File: config.mk
export PLATFORM = sky130hd
export DESIGN_NAME = sh7034_bus_target_flat
export DESIGN_NICKNAME = d
export VERILOG_FILES = /design/src/rtl/sh7034_bus_target_pkg.sv /design/src/rtl/sh7034_bus_target_if.sv /design/src/rtl/sh7034_tgt_pbuf.sv /design/src/rtl/sh7034_bus_target.sv /design/src/flat_wrapper.sv
export SDC_FILE = /design/constraint.sdc
export NUM_CORES = 1
export LEC_CHECK = 0
export ABC_AREA = 1
export BUFFER_PORTS_ARGS = -buffer_cell sky130_fd_sc_hd__buf_2
export CAP_MARGIN = 20
export CELL_PAD_IN_SITES_DETAIL_PLACEMENT = 0
export CELL_PAD_IN_SITES_GLOBAL_PLACEMENT = 1
export CORE_UTILIZATION = 33
export DETAILED_ROUTE_END_ITERATION = 8
export PLACE_DENSITY_LB_ADDON = 0.1
export SLEW_MARGIN = 20
export SYNTH_ARGS = -nofsm -noshare
export SYNTH_HDL_FRONTEND = slang
export SYNTH_HIERARCHICAL = 1
export SYNTH_SLANG_ARGS = --single-unit
File: constraint.sdc
create_clock -name clk -period 2.65 [get_ports clk]
set_input_delay 0.795 -clock clk [delete_from_list [all_inputs] [get_ports clk]]
set_output_delay 0.795 -clock clk [all_outputs]
set_load 0.02 [all_outputs]
File: src/rtl/sh7034_bus_target_pkg.sv
// Shared types and constants for the SH7034 external-bus target.
// Optional read prefetch is enabled with SH7034_TGT_PREFETCH_EN.
package sh7034_bus_target_pkg;

  localparam logic [2:0] AREA   = 3'd2;
  localparam int         MEM_AW = 22;

  typedef enum logic [1:0] {
    IDLE,
    REQ,
    DONE
  } tgt_state_t;

  // Big-endian lane select: A[1]=0 addresses the upper halfword (bits 31:16).
  function automatic logic [3:0] be_map(input logic a1, input logic hi, input logic lo);
    return a1 ? {2'b00, hi, lo} : {hi, lo, 2'b00};
  endfunction

endpackage

File: src/rtl/sh7034_bus_target_if.sv
// SH7034 bus pins plus the 32-bit request/acknowledge memory port.
interface sh7034_bus_target_if;
  import sh7034_bus_target_pkg::*;

  logic [23:0]       bus_a;
  logic [15:0]       bus_di;
  logic [15:0]       bus_do;
  logic [7:0]        cs_n;
  logic              rd_n;
  logic              wrh_n;
  logic              wrl_n;
  logic              wait_n;
  logic              mem_req;
  logic [MEM_AW-1:0] mem_a;
  logic              mem_we;
  logic [3:0]        mem_be;
  logic [31:0]       mem_do;
  logic [31:0]       mem_di;
  logic              mem_ack;

  modport slave (
    input  bus_a, bus_di, cs_n, rd_n, wrh_n, wrl_n, mem_di, mem_ack,
    output bus_do, wait_n, mem_req, mem_a, mem_we, mem_be, mem_do
  );

  modport master (
    output bus_a, bus_di, cs_n, rd_n, wrh_n, wrl_n, mem_di, mem_ack,
    input  bus_do, wait_n, mem_req, mem_a, mem_we, mem_be, mem_do
  );

endinterface

File: src/rtl/sh7034_tgt_pbuf.sv
// One-entry read prefetch buffer (tag/data/valid); only built when
// SH7034_TGT_PREFETCH_EN is defined.
`ifdef SH7034_TGT_PREFETCH_EN
module sh7034_tgt_pbuf
  import sh7034_bus_target_pkg::*;
(
  input  logic              clk,
  input  logic              rst_n,
  input  logic              fill,
  input  logic              inval,
  input  logic [MEM_AW-1:0] fill_tag,
  input  logic [31:0]       fill_data,
  input  logic [MEM_AW-1:0] look_tag,
  output logic              hit,
  output logic [31:0]       data
);

  logic              vld;
  logic [MEM_AW-1:0] tag;

  always_ff @(posedge clk or negedge rst_n) begin
    if (!rst_n)     vld <= 1'b0;
    else if (inval) vld <= 1'b0;
    else if (fill)  vld <= 1'b1;
  end

  always_ff @(posedge clk) begin
    if (fill) begin
      tag  <= fill_tag;
      data <= fill_data;
    end
  end

  assign hit = vld & (tag == look_tag);

endmodule
`endif

File: src/rtl/sh7034_bus_target.sv
// SH7034 chip-select area responder: stretches the bus cycle with WAIT_N and
// completes it over a 32-bit req/ack port. Optional prefetch: SH7034_TGT_PREFETCH_EN.
module sh7034_bus_target
  import sh7034_bus_target_pkg::*;
(
  input logic                clk,
  input logic                rst_n,
  sh7034_bus_target_if.slave bus
);

  tgt_state_t  state;
  logic        acc, acc_q, start, launch, is_wr;
  logic        rdy, pend, defer, a1_q;
  logic        hit;
  logic [15:0] hit_half;
  logic [3:0]  rd_be;

  assign acc    = ~bus.cs_n[AREA] & (~bus.rd_n | ~bus.wrh_n | ~bus.wrl_n);
  assign start  = acc & ~acc_q;
  assign is_wr  = ~bus.wrh_n | ~bus.wrl_n;
  // A start seen while an abandoned request is outstanding is held in defer.
  assign launch = (state == IDLE) & ~pend & acc & (start | defer);
  assign bus.wait_n = ~(acc & ~rdy);

`ifdef SH7034_TGT_PREFETCH_EN
  logic        fill;
  logic [31:0] pbuf_data;

  assign fill     = (state == REQ) & bus.mem_ack & ~bus.mem_we;
  assign rd_be    = 4'b1111;
  assign hit_half = bus.bus_a[1] ? pbuf_data[15:0] : pbuf_data[31:16];

  sh7034_tgt_pbuf u_pbuf (
    .clk       (clk),
    .rst_n     (rst_n),
    .fill      (fill),
    .inval     (launch & is_wr),
    .fill_tag  (bus.mem_a),
    .fill_data (bus.mem_di),
    .look_tag  (bus.bus_a[23:2]),
    .hit       (hit),
    .data      (pbuf_data)
  );
`else
  assign rd_be    = be_map(bus.bus_a[1], 1'b1, 1'b1);
  assign hit      = 1'b0;
  assign hit_half = '0;
`endif

  always_ff @(posedge clk or negedge rst_n) begin
    if (!rst_n) begin
      state       <= IDLE;
      acc_q       <= 1'b0;
      rdy         <= 1'b0;
      pend        <= 1'b0;
      defer       <= 1'b0;
      a1_q        <= 1'b0;
      bus.bus_do  <= '0;
      bus.mem_req <= 1'b0;
      bus.mem_a   <= '0;
      bus.mem_we  <= 1'b0;
      bus.mem_be  <= '0;
      bus.mem_do  <= '0;
    end else begin
      acc_q <= acc;
      case (state)
        IDLE: begin
          if (pend) begin
            if (bus.mem_ack) begin
              bus.mem_req <= 1'b0;
              pend        <= 1'b0;
            end
            defer <= acc & (defer | start);
          end else if (launch) begin
            defer <= 1'b0;
            if (!is_wr && hit) begin
              bus.bus_do <= hit_half;
              rdy        <= 1'b1;
              state      <= DONE;
            end else begin
              rdy         <= 1'b0;
              bus.mem_req <= 1'b1;
              bus.mem_a   <= bus.bus_a[23:2];
              a1_q        <= bus.bus_a[1];
              bus.mem_we  <= is_wr;
              bus.mem_be  <= is_wr ? be_map(bus.bus_a[1], ~bus.wrh_n, ~bus.wrl_n) : rd_be;
              bus.mem_do  <= {bus.bus_di, bus.bus_di};
              state       <= REQ;
            end
          end else begin
            defer <= 1'b0;
          end
        end
        REQ: begin
          if (bus.mem_ack) begin
            bus.mem_req <= 1'b0;
            if (acc) begin
              if (!bus.mem_we) bus.bus_do <= a1_q ? bus.mem_di[15:0] : bus.mem_di[31:16];
              rdy   <= 1'b1;
              state <= DONE;
            end else begin
              state <= IDLE;
            end
          end else if (!acc) begin
            // Master gave up: keep the request alive until the memory acks it.
            pend  <= 1'b1;
            state <= IDLE;
          end
        end
        DONE: begin
          if (!acc) begin
            rdy   <= 1'b0;
            state <= IDLE;
          end
        end
        default: state <= IDLE;
      endcase
    end
  end

endmodule

File: src/flat_wrapper.sv
// flat-port wrapper written by rule: the top's interface ports become plain ports
module sh7034_bus_target_flat import sh7034_bus_target_pkg::*;
  (clk, rst_n, bus_bus_a, bus_bus_di, bus_cs_n, bus_rd_n, bus_wrh_n, bus_wrl_n, bus_mem_di, bus_mem_ack, bus_bus_do, bus_wait_n, bus_mem_req, bus_mem_a, bus_mem_we, bus_mem_be, bus_mem_do);
  sh7034_bus_target_if bus_i ();
  input logic clk;
  input logic rst_n;
  input wire logic [$bits(bus_i.bus_a)-1:0] bus_bus_a;
  input wire logic [$bits(bus_i.bus_di)-1:0] bus_bus_di;
  input wire logic [$bits(bus_i.cs_n)-1:0] bus_cs_n;
  input wire logic [$bits(bus_i.rd_n)-1:0] bus_rd_n;
  input wire logic [$bits(bus_i.wrh_n)-1:0] bus_wrh_n;
  input wire logic [$bits(bus_i.wrl_n)-1:0] bus_wrl_n;
  input wire logic [$bits(bus_i.mem_di)-1:0] bus_mem_di;
  input wire logic [$bits(bus_i.mem_ack)-1:0] bus_mem_ack;
  output wire logic [$bits(bus_i.bus_do)-1:0] bus_bus_do;
  output wire logic [$bits(bus_i.wait_n)-1:0] bus_wait_n;
  output wire logic [$bits(bus_i.mem_req)-1:0] bus_mem_req;
  output wire logic [$bits(bus_i.mem_a)-1:0] bus_mem_a;
  output wire logic [$bits(bus_i.mem_we)-1:0] bus_mem_we;
  output wire logic [$bits(bus_i.mem_be)-1:0] bus_mem_be;
  output wire logic [$bits(bus_i.mem_do)-1:0] bus_mem_do;
  assign bus_i.bus_a = bus_bus_a;
  assign bus_i.bus_di = bus_bus_di;
  assign bus_i.cs_n = bus_cs_n;
  assign bus_i.rd_n = bus_rd_n;
  assign bus_i.wrh_n = bus_wrh_n;
  assign bus_i.wrl_n = bus_wrl_n;
  assign bus_i.mem_di = bus_mem_di;
  assign bus_i.mem_ack = bus_mem_ack;
  assign bus_bus_do = bus_i.bus_do;
  assign bus_wait_n = bus_i.wait_n;
  assign bus_mem_req = bus_i.mem_req;
  assign bus_mem_a = bus_i.mem_a;
  assign bus_mem_we = bus_i.mem_we;
  assign bus_mem_be = bus_i.mem_be;
  assign bus_mem_do = bus_i.mem_do;
  sh7034_bus_target u_core (.clk(clk), .rst_n(rst_n), .bus(bus_i));
endmodule
==> out/qor.yml <==
layout:
  syn2layout_area_growth_pct: 31.0
  nets: 545
  final_cell_mix: "154 x buf_2, 154 x nand2_1, 67 x dfrtp_1"
  diodes: 0
  fill_cells: 911
  drive_gt1_share_pct: 38.0
  finalInstanceArea_um2: 3820
global_routing:
  grt_max_degree: 68
  grt_first_pass_wirelength_mm: 10.9
  grt_pass1_vias: 2297
  antenna_found_initial: 0
  track_usage_pct: 15.8
  grt_overflow_total: 0
clock_network:
  root_buffer: "clkbuf_8"
  cts_buffers: 9
  cts_buffer_depth: 2
  clock_sinks: 67
  clkTransAtPathRegs_ns: 0.07
  ctsResizeCount: 0
  clock_latency_ns: 0.33
  post-cts-setup-buffers: 0
  cts_tree: "done"
  holdBufCountCts: 0
  cts_max_level: 3
critical_path:
  required_ns: 1.86
  r2r_end: "u_core/bus.mem_be[1]$_DFFE_PN0P_"
  r2r_start: "u_core/state[0]$_DFFE_PN0P_"
  path_class: "in -> out"
  path_max_fanout: 4
  start_kind: "input pin"
  r2r_cells: 6
  regToRegSetupSlack_ns: 0.91
  crit_end: "bus_wait_n"
  arrival_ns: 1.54
  cp-end-kind: "output port"
  crit_start: "bus_wrl_n"
floorplanning:
  die_h_um: 96.0
  core_um2: 8380
  rows: 33
  die_w_um: 96.0
  initial_core_util_pct: 34.8
  dieArea_um2: 9210
  num_io_pins: 163
routing:
  dr.pass1.iters: 4
  antenna_left: 0
  vias_per_cell: 4.36
  drt_iter0_drc: 84
  route.vias.total: 2477
  drc: 0
  avgRoutedWirePerCell_um: 12.0
  wl_mm: 6.83
worst_hold_path:
  worstHoldPathType: "in -> async"
timing:
  drv_slew: 0
  rsz0062_at_grt: "false"
  setup_viol: 0
  period_share_pct: 88.1
  fmax_mhz: 428
  fin_tns_setup_ns: 0
  worst_pin_slew_ns: 0.891
  fin_skew_ns: 0.00457
  timing.hold.ws_ns: 0.454
  max-slew-margin-rel_pct: 40.6
  hold_viol: 0
  period_minus_slack_ns: 2.33
synth:
  postSynthCellCount: 319
  ys_warn_count: 6
  synth_edf_count: 0
  avgSynthCellArea_um2: 9.13
  yosysSeqAreaShare_pct: 57.5
  synth_area_um2: 2910
  synth_fp_nets: 405
  ys_ff_latch: 67
  synthFlopType: "dfrtp_1"
  synthArstFlopShare_pct: 100
  ys_types: 21
placement:
  placement.io_buffers: 154
  dpl_cell_area_um2: 3640
  place_congestion: 0.792
  dpl.hpwl_mm: 4.79
pwr:
  irDropWorstVdd_uv: 426
  p_per_area_nw_per_um2: 1220
  power_mw: 4.67
  p_leak_nw: 2.24
job:
  drv_cap: 0
run_status:
  status: "complete, no violations"
per-layer routing:
layer	wire length, µm	global-route usage, %	vias up	part of all wire (%)
met1	3050	19.9	1119	45
li1	-	-	1261	-
met5	0	0	-	0
met2	3150	26.0	87	46
met4	106	6.72	0	1.6
met3	516	3.79	10	7.6
critical path, stage by stage:
cell,delay [ns]
buf_2,0.13
nand3_1,0.12
nand2_1,0.12
inv_1,0.14
nand2_1,0.07
buf_2,0.16
cell type report:
cell class / instances / area, µm² / area share (%)
Tap cell: 105 / 131 / 3.44
Clock buffer: 13 / 169 / 4.42
Timing Repair Buffer: 158 / 813 / 21.3
Inverter: 11 / 43.8 / 1.15
Sequential cell: 67 / 1680 / 43.9
Multi-Input combinational cell: 212 / 973 / 25.5
Clock inverter: 2 / 10.0 / 0.262
cells by family (layout without fill, tap and decap cells):
logic type,count (synthesis),after routing,share of synthesized area (%)
buffers and inverters,40,184,9.06
multiplexers,16,16,5.50
AO/OA/AOI/OAI,25,25,4.51
flip-flops,67,67,57.5
AND/OR/NAND/NOR,171,171,23.4
how the worst min path moves through the flow:
stage / slack [ns] / cells past startpoint / end / start
finish: 0.45 / 2 / u_core/bus.bus_do[11]$_DFFE_PN0P_ / rst_n
global route: 0.49 / 2 / u_core/bus.bus_do[11]$_DFFE_PN0P_ / rst_n
CTS: 0.47 / 2 / u_core/bus.mem_a[19]$_DFFE_PN0P_ / u_core/bus.mem_a[19]$_DFFE_PN0P_
detailed placement: 0.45 / 2 / u_core/bus.mem_a[19]$_DFFE_PN0P_ / u_core/bus.mem_a[19]$_DFFE_PN0P_
global placement: 0.45 / 2 / u_core/bus.mem_a[8]$_DFFE_PN0P_ / u_core/bus.mem_a[8]$_DFFE_PN0P_
floorplan: 0.50 / 0 / u_core/a1_q$_DFFE_PN0P_ / rst_n
power by group:
group	total (mW)	internal [mW]	switching, mW
Combinational	2.08	0.724	1.35
Sequential	1.82	1.50	0.322
Clock	0.770	0.409	0.361
through the flow:
stage | util, % | worst slack (ns) | cells
final | 45.5 | 0.316 | 568
after global routing | 45.5 | 0.270 | 568
after CTS | 45.5 | 0.319 | 568
after detailed placement | 43.4 | 0.323 | 553
after global placement | 43.4 | 0.322 | 553
after floorplan | - | 0.615 | 319
sequential cells by signal, summed over array words and instances, names as in the netlist:
register / flops
u_core/bus.mem_do: 16
u_core/bus.mem_be: 4
u_core/bus.mem_req: 1
u_core/pend: 1
u_core/bus.mem_we: 1
u_core/acc_q: 1
u_core/a1_q: 1
u_core/bus.mem_a: 22
u_core/rdy: 1
u_core/bus.bus_do: 16
u_core/state: 2
u_core/defer: 1
synthesized netlist by cell type (4+ instances only):
cell | count | area [µm²]
nand2_1 | 154 | 578
buf_4 | 20 | 150
nand3_1 | 6 | 30.0
o21ai_0 | 21 | 105
dfrtp_1 | 67 | 1680
buf_6 | 4 | 45.0
buf_2 | 4 | 20.0
mux2i_1 | 16 | 160
nor2_1 | 6 | 22.5
inv_1 | 10 | 37.5
(Power assumes the default switching activity.)
